[src/rtl/ebi_master_pkg.sv]
// Shared definitions for the external bus interface master.
// Latency: n/a (types and constants only).
// Backpressure: n/a.
// Contents: FSM state enum, transaction-source enum, bus widths and the
// fixed slave register map used by the command burst and status read.
package ebi_master_pkg;

    localparam int ADDR_W = 19;
    localparam int DATA_W = 16;
    localparam int CMD_W  = 80;
    localparam int CNT_W  = 4;

    typedef enum logic [1:0] {
        ST_IDLE,
        ST_SETUP,
        ST_STROBE,
        ST_HOLD
    } ebi_state_e;

    typedef enum logic [1:0] {
        SRC_REQ,
        SRC_CMD,
        SRC_STAT
    } ebi_src_e;

    // Slave register map.
    localparam logic [ADDR_W-1:0] STATUS      = 19'd0;
    localparam logic [ADDR_W-1:0] CMD_WRD_1   = 19'd1;
    localparam logic [ADDR_W-1:0] CMD_WRD_2   = 19'd2;
    localparam logic [ADDR_W-1:0] CMD_WRD_3   = 19'd3;
    localparam logic [ADDR_W-1:0] CMD_WRD_4   = 19'd4;
    localparam logic [ADDR_W-1:0] CMD_WRD_5   = 19'd5;
    localparam logic [ADDR_W-1:0] NEXT_SAMPLE = 19'd6;
    localparam logic [ADDR_W-1:0] RESET_TIME  = 19'd7;
    localparam logic [ADDR_W-1:0] RUN_TIME    = 19'd8;

    // A phase lasting n cycles is timed by loading n-1 and leaving at zero.
    function automatic logic [CNT_W-1:0] phase_load(input int n);
        return CNT_W'(n - 1);
    endfunction

endpackage

[src/rtl/ebi_phase_timer.sv]
// Phase timer: 4-bit down counter, loaded on phase entry, terminal count at 0.
// Latency: tc_o is high in the cycle after a load of 0; a load of N-1 gives N cycles.
// Backpressure: none; saturates at 0 instead of wrapping.
// Ports: clk/rst_n, load_i + load_val_i (reload), tc_o (counter is zero).
module ebi_phase_timer
    import ebi_master_pkg::*;
(
    input  logic             clk,
    input  logic             rst_n,
    input  logic             load_i,
    input  logic [CNT_W-1:0] load_val_i,
    output logic             tc_o
);

    logic [CNT_W-1:0] cnt_q;
    logic [CNT_W-1:0] cnt_d;

    always_comb begin
        cnt_d = cnt_q;
        if (load_i) begin
            cnt_d = load_val_i;
        end else if (cnt_q != '0) begin
            cnt_d = cnt_q - 1'b1;
        end
    end

    always_ff @(posedge clk or negedge rst_n) begin
        if (!rst_n) begin
            cnt_q <= '0;
        end else begin
            cnt_q <= cnt_d;
        end
    end

    assign tc_o = (cnt_q == '0);

endmodule

[src/rtl/ebi_master.sv]
// External bus master: single reads/writes, 5-word command bursts, irq status reads.
// Latency: SETUP_CYC + STROBE_CYC + HOLD_CYC cycles from acceptance back to IDLE.
// Backpressure: req_ready/cmd_ready pulse only in the IDLE cycle a request is taken.
// Ports: req_* single-word requests, cmd_* burst requests, rsp_* read data,
// irq/status_* interrupt-driven status reads, ebi_* external bus pins.
module ebi_master
    import ebi_master_pkg::*;
#(
    parameter int SETUP_CYC  = 1,
    parameter int STROBE_CYC = 4,
    parameter int HOLD_CYC   = 2
) (
    input  logic              clk,
    input  logic              rst_n,
    input  logic              req_valid,
    output logic              req_ready,
    input  logic              req_write,
    input  logic [ADDR_W-1:0] req_addr,
    input  logic [DATA_W-1:0] req_wdata,
    input  logic              cmd_valid,
    output logic              cmd_ready,
    input  logic [CMD_W-1:0]  cmd_data,
    output logic              rsp_valid,
    output logic [DATA_W-1:0] rsp_rdata,
    input  logic              irq,
    output logic              status_valid,
    output logic [DATA_W-1:0] status,
    output logic              ebi_cs,
    output logic              ebi_rd,
    output logic              ebi_wr,
    output logic [ADDR_W-1:0] ebi_addr,
    output logic [DATA_W-1:0] ebi_dout,
    input  logic [DATA_W-1:0] ebi_din
);

    localparam logic [CNT_W-1:0] SETUP_LD  = phase_load(SETUP_CYC);
    localparam logic [CNT_W-1:0] STROBE_LD = phase_load(STROBE_CYC);
    localparam logic [CNT_W-1:0] HOLD_LD   = phase_load(HOLD_CYC);

    ebi_state_e        state_q;
    ebi_src_e          src_q;
    logic              is_wr_q;
    logic              armed_q;
    logic              irq_q;
    logic              pend_q;
    logic [63:0]       burst_q;     // remaining command words, next one in [63:48]
    logic              cs_q, rd_q, wr_q;
    logic [ADDR_W-1:0] addr_q;
    logic [DATA_W-1:0] dout_q;
    logic              rsp_valid_q;
    logic [DATA_W-1:0] rsp_rdata_q;
    logic              status_valid_q;
    logic [DATA_W-1:0] status_q;

    logic              in_idle;
    logic              cmd_go, req_go, stat_go, any_go;
    logic              irq_rise;
    logic              tmr_load;
    logic [CNT_W-1:0]  tmr_val;
    logic              tmr_tc;

    // armed_q stays low during reset and for the first edge after release, so
    // the handshakes are forced low asynchronously and nothing is accepted
    // before the second clock edge.
    assign in_idle  = armed_q && (state_q == ST_IDLE);
    assign cmd_go   = in_idle && cmd_valid;
    assign req_go   = in_idle && req_valid && !cmd_valid;
    assign stat_go  = in_idle && pend_q && !cmd_valid && !req_valid;
    assign any_go   = cmd_go || req_go || stat_go;
    assign irq_rise = irq && !irq_q;

    assign cmd_ready = cmd_go;
    assign req_ready = req_go;

    // Reload the timer on entry to each phase with that phase's length.
    always_comb begin
        tmr_load = 1'b0;
        tmr_val  = SETUP_LD;
        unique case (state_q)
            ST_IDLE:   tmr_load = any_go;
            ST_SETUP:  begin tmr_load = tmr_tc; tmr_val = STROBE_LD; end
            ST_STROBE: begin tmr_load = tmr_tc; tmr_val = HOLD_LD;   end
            ST_HOLD:   begin tmr_load = tmr_tc; tmr_val = SETUP_LD;  end
            default:   tmr_load = 1'b0;
        endcase
    end

    ebi_phase_timer u_timer (
        .clk        (clk),
        .rst_n      (rst_n),
        .load_i     (tmr_load),
        .load_val_i (tmr_val),
        .tc_o       (tmr_tc)
    );

    always_ff @(posedge clk or negedge rst_n) begin
        if (!rst_n) begin
            state_q        <= ST_IDLE;
            src_q          <= SRC_REQ;
            is_wr_q        <= 1'b0;
            armed_q        <= 1'b0;
            irq_q          <= 1'b0;
            pend_q         <= 1'b0;
            burst_q        <= '0;
            cs_q           <= 1'b0;
            rd_q           <= 1'b0;
            wr_q           <= 1'b0;
            addr_q         <= '0;
            dout_q         <= '0;
            rsp_valid_q    <= 1'b0;
            rsp_rdata_q    <= '0;
            status_valid_q <= 1'b0;
            status_q       <= '0;
        end else begin
            armed_q        <= 1'b1;
            irq_q          <= irq;
            // A new edge wins over the clear, so an edge coinciding with the
            // status acceptance is not lost; edges while pending just merge.
            pend_q         <= (pend_q && !stat_go) || irq_rise;
            rsp_valid_q    <= 1'b0;
            status_valid_q <= 1'b0;

            unique case (state_q)
                ST_IDLE: begin
                    if (cmd_go) begin
                        state_q <= ST_SETUP;
                        src_q   <= SRC_CMD;
                        is_wr_q <= 1'b1;
                        cs_q    <= 1'b1;
                        addr_q  <= CMD_WRD_1;
                        dout_q  <= cmd_data[79:64];
                        burst_q <= cmd_data[63:0];
                    end else if (req_go) begin
                        state_q <= ST_SETUP;
                        src_q   <= SRC_REQ;
                        is_wr_q <= req_write;
                        cs_q    <= 1'b1;
                        addr_q  <= req_addr;
                        dout_q  <= req_wdata;
                    end else if (stat_go) begin
                        state_q <= ST_SETUP;
                        src_q   <= SRC_STAT;
                        is_wr_q <= 1'b0;
                        cs_q    <= 1'b1;
                        addr_q  <= STATUS;
                    end
                end
                ST_SETUP: begin
                    if (tmr_tc) begin
                        state_q <= ST_STROBE;
                        rd_q    <= !is_wr_q;
                        wr_q    <= is_wr_q;
                    end
                end
                ST_STROBE: begin
                    if (tmr_tc) begin
                        state_q <= ST_HOLD;
                        cs_q    <= 1'b0;
                        rd_q    <= 1'b0;
                        wr_q    <= 1'b0;
                        if (!is_wr_q) begin
                            if (src_q == SRC_STAT) begin
                                status_valid_q <= 1'b1;
                                status_q       <= ebi_din;
                            end else begin
                                rsp_valid_q <= 1'b1;
                                rsp_rdata_q <= ebi_din;
                            end
                        end
                    end
                end
                ST_HOLD: begin
                    if (tmr_tc) begin
                        // Bursts run straight through to the last word, so no
                        // other source can get in between.
                        if ((src_q == SRC_CMD) && (addr_q != CMD_WRD_5)) begin
                            state_q <= ST_SETUP;
                            cs_q    <= 1'b1;
                            addr_q  <= addr_q + 1'b1;
                            dout_q  <= burst_q[63:48];
                            burst_q <= {burst_q[47:0], 16'h0000};
                        end else begin
                            state_q <= ST_IDLE;
                        end
                    end
                end
                default: state_q <= ST_IDLE;
            endcase
        end
    end

    assign ebi_cs       = cs_q;
    assign ebi_rd       = rd_q;
    assign ebi_wr       = wr_q;
    assign ebi_addr     = addr_q;
    assign ebi_dout     = dout_q;
    assign rsp_valid    = rsp_valid_q;
    assign rsp_rdata    = rsp_rdata_q;
    assign status_valid = status_valid_q;
    assign status       = status_q;

endmodule
[config.mk]
export PLATFORM = sky130hd
export DESIGN_NAME = ebi_master
export DESIGN_NICKNAME = d
export VERILOG_FILES = /design/src/rtl/ebi_master_pkg.sv /design/src/rtl/ebi_phase_timer.sv /design/src/rtl/ebi_master.sv
export SDC_FILE = /design/constraint.sdc
export NUM_CORES = 1
export LEC_CHECK = 0
export CORE_ASPECT_RATIO = 1.75
export CORE_MARGIN = 1.5
export CORE_UTILIZATION = 35
export CTS_BUF_LIST = sky130_fd_sc_hd__clkbuf_4 sky130_fd_sc_hd__clkbuf_8
export DETAILED_ROUTE_END_ITERATION = 7
export GPL_TIMING_DRIVEN = 0
export SLEW_MARGIN = 20
export SYNTH_ARGS = -nofsm -noshare
export SYNTH_HDL_FRONTEND = slang
export SYNTH_SLANG_ARGS = --single-unit
[constraint.sdc]
create_clock -name clk -period 4.2 [get_ports clk]
set_input_delay 0.63 -clock clk [delete_from_list [all_inputs] [get_ports clk]]
set_output_delay 0.63 -clock clk [all_outputs]
set_load 0.01 [all_outputs]
==> results.md <==
- The run finished with clean final reports.
- The terminus of the critical flop-to-flop path is ebi_addr[7]$_DFFE_PN0P_.
- The weighted congestion at the end of routability-driven global placement is about 0.85.
- Of the post-synthesis cell area, the dominant cell type holds a little under 50%.
- The commonest cells after synthesis are 148 x dfrtp_1, 125 x mux2_2, 46 x nand2_1, 42 x o21ai_0, 31 x a21oi_1.
- The maximum vdd drop is around 0.32 mV.
- The violation count after the first detailed-routing iteration is about 220.
- The critical register-to-register path startpoint is state_q[0]$_DFFE_PN0P_.
- When the netlist entered floorplanning its net count stood at 768.
- The pre-antenna-repair detailed-routing pass consisted of 4 iterations.
- The insertion delay of the later-clocked pin in the worst-skew pair is 0.46 ns.
- The final-report hold violation count is 0.
- After layout, the worst setup slack is 0.7396 ns.
- The average footprint of a synthesized cell is 12.07 µm².
- The via count of the first global-routing pass is between 5000 and 6000.
- The number of vias per cell after detailed routing is about 5.2.
- The type of the worst setup path is reg -> out.
- The TritonCTS clock tree is built.
- The first global-routing pass estimated 32700 µm of wire.
- For the finished layout, the period the worst path requires is 3.460 ns.
- The net count of the finished layout is 996.
- Setup violations remaining at the end of the flow were counted as 0.
- The number of antenna violations at the first check in global routing was 2.
- After global routing the overflow that remains totals 0.
- The register bit total from synthesis is about 150.
- The flip-flop cell with the highest count after synthesis is dfrtp_1.
- Compared with the post-synthesis result, the final layout area differs by 38.56%.
- The cell depth of the worst flop-to-flop path is 8.
- For the final database, setup skew stands at 0.01128 ns.
- The overall power consumption is between 6 and 7 mW.
- Sequential elements use approximately half of the synthesized area.
- Dividing total power by cell area gives a power density of between 600 and 700 nW/µm².
- In this run the horizontal extent of the chip is ~110 µm.
- Across all register-to-register paths, the minimum setup slack is between 1 and 1.5 ns.
- Summing all non-filler instances in the final layout gives an area of approximately 10000 µm².
- The type of origin of the critical path is a flip-flop.
- In this run, CTS created clock tree buffers numbering 17.
- Among all cell types in the netlist, the one instantiated most often is dfrtp_1.
- The total area inside the core boundary comes to around 21000 µm².
- Setup repair after global routing left no endpoint under its margin.
- The clock tree root buffer cell is clkbuf_8.
- At the worst endpoint, the required time is between 3 and 4 ns.
- The type of the most critical hold path is in -> async.
- For the pin with the worst max-slew slack, the measured transition is roughly 0.78 ns.
- The die covers about 22000 µm².
- The top cell type by total area after synthesis is dfrtp_1.
- The total number of H-tree levels is 4.
- Yosys attributes the largest share of cell area to dfrtp_1 49%, mux2_2 19%, mux2_4 4.0%.
- The number of placed I/O pins is around 210.
- Before CTS, the worst setup slack after placement is roughly 1.2 ns.
- The mapped cell area is approximately 7500 µm².
- The number of buffers between clock root and the deepest sink is 2.
- The layout cell share with drive strength beyond 1 is 25.03%.
- The number of antenna diodes in the final layout is 0.
- In this run the tightest slew margin relative to its limit is 47.48%.
- After detailed placement, the total cell area comes to between 9000 and 10000 µm².
- The clock transition at the registers of the reported paths is about 0.090 ns.
- The via count is between 5000 and 6000.
- The synthesis warning total is 0.
- The max-cap violation count is 0.
- Of all nets on the critical path, the largest fanout is 10.
- The count of final max-slew check failures is 0.
- The remaining routing DRC violations is 0.
- The detail route stage leaves a number of antenna-violating nets equal to 0.
- Data on the critical path arrives at its endpoint at approximately 2.8 ns.
- In the finished design, the share of the clock period the worst path needs comes to between 80 and 90%.
- The number of sinks on the clock net is between 100 and 150.
- The quantity of gates resized following cts is 0.
- The half-perimeter wire length of the detailed placement result is between 15000 and 20000 µm.
- Row generation in the floorplan step produced 70 rows.
- The maximum number of pins on one net before global-route repair is 95.
- The number of distinct library cell variants in the gate-level netlist after synthesis is 60.
- The height of the die is 196.7 µm.
- The fraction of registers with async set/reset is between 90% and 100%.
- The analysis attributes to cell leakage a power of 4.198 nW.
- The global router's overall resource usage is about a fifth.
- The effective utilization at floorplan is 35.85%.
- After detailed routing, the average wire length per cell comes to around 19 µm.
- Wires add up to between 20000 and 25000 µm.
- The number of enable-type register cells in the synthesized netlist is 0.
- The number of post-CTS setup repair buffers is 0.
- The cell count after synthesis is 622.
- The number of hold buffers added after CTS was 0.
- The capturing element type of the critical path is an output port.
- The number of buffers added on ports is between 200 and 250.
- Static timing analysis puts the maximum clock frequency at between 200 and 300 MHz.
## flip-flops by register name, summed over array words and instances (netlist names), 2 cells and up
| name | count |
|---|---|
| burst_q | 64 |
| ebi_addr | 19 |
| ebi_dout | 16 |
| rsp_rdata | 16 |
| src_q | 2 |
| state_q | 2 |
| status | 16 |
| u_timer.cnt_q | 4 |
## through the flow
step | hold WS (ns) | setup TNS, ns | std cells | utilization [%]
CTS | 0.08095 | 0 | 1115 | 49.68
global placement | 0.4064 | -577.04 | 1082 | 47.30
floorplan | 0.3344 | 0 | 622 | -
global route | 0.08725 | 0 | 1115 | 49.68
detailed placement | 0.4096 | 0 | 1083 | 47.46
finish | 0.08629 | 0 | 1115 | 49.68
## power by group
group | internal (mW) | switching (mW) | leakage, nW
clock network | 0.739 | 0.560 | 0.231
registers | 2.09 | 0.478 | 1.77
logic | 1.71 | 1.35 | 2.20
total | 4.55 | 2.39 | 4.20
## cells in the final DEF (no fill, tap or decap), drive strengths merged, types with 6 or more instances in the layout
master,synthesis,routed
a21oi,31,31
a22o,17,17
a31oi,6,6
buf,21,23
clkbuf,16,36
clkdlybuf4s50,0,207
dfrtp,148,148
ha,9,9
inv,16,18
mux2,145,145
mux2i,16,16
nand2,46,46
nand3,13,13
nand4,7,7
nor2,21,21
o21ai,43,43
o22ai,6,6
## worst max-delay path, stage by stage, from the launching register on
cell and delay, ns:
dfrtp_1 0.44, inv_1 0.14, ha_1 0.17, buf_2 0.18, nand3_1 0.22, inv_2 0.29, buf_2 0.34, clkdlybuf4s50_1 0.59
## cell families (layout without fill, tap and decap cells)
group | Yosys count | after routing | synth area share, %
mux | 161 | 161 | 24.89
buf+inv | 53 | 294 | 3.301
fa+ha+maj | 9 | 9 | 1.501
flops | 148 | 148 | 49.35
other cells | 1 | 1 | 0.04997
compound gates | 131 | 131 | 11.74
simple gates | 119 | 119 | 9.170
## layer usage
layer | vias to the layer above | track usage [%] | part of all wire [%]
met1 | 2805 | 20.32 | 36
li1 | 2730 | - | -
met2 | 205 | 35.74 | 54
met4 | 4 | 6.944 | 2.3
met5 | - | 0 | 0.13
met3 | 32 | 6.027 | 7.1
## worst max path at each step
stage | slack, ns | startpoint | depth (start not counted) | to
finish | 0.74 | state_q[0]$_DFFE_PN0P_ | 7 | cmd_ready
global route | 0.54 | state_q[0]$_DFFE_PN0P_ | 7 | cmd_ready
CTS | 0.68 | state_q[0]$_DFFE_PN0P_ | 7 | cmd_ready
detailed placement | 1.21 | state_q[0]$_DFFE_PN0P_ | 7 | cmd_ready
global placement | -3.92 | rst_n | 1 | ebi_dout[10]$_DFFE_PN0P_
floorplan | 1.98 | state_q[0]$_DFFE_PN0P_ | 9 | burst_q[20]$_DFFE_PN0P_
## final cells by class
| cell class | count | area, µm² |
|---|---|---|
| inverter | 16 | 60.06 |
| sequential | 148 | 3704 |
| buffer | 37 | 187.7 |
| clock buffer | 20 | 262.8 |
| tap | 252 | 315.3 |
| clock inverter | 12 | 201.4 |
| multi-input combinational | 421 | 3553 |
| timing repair buffer | 209 | 2115 |
| fill | 1957 | 10530 |
(Power assumes the default switching activity.)
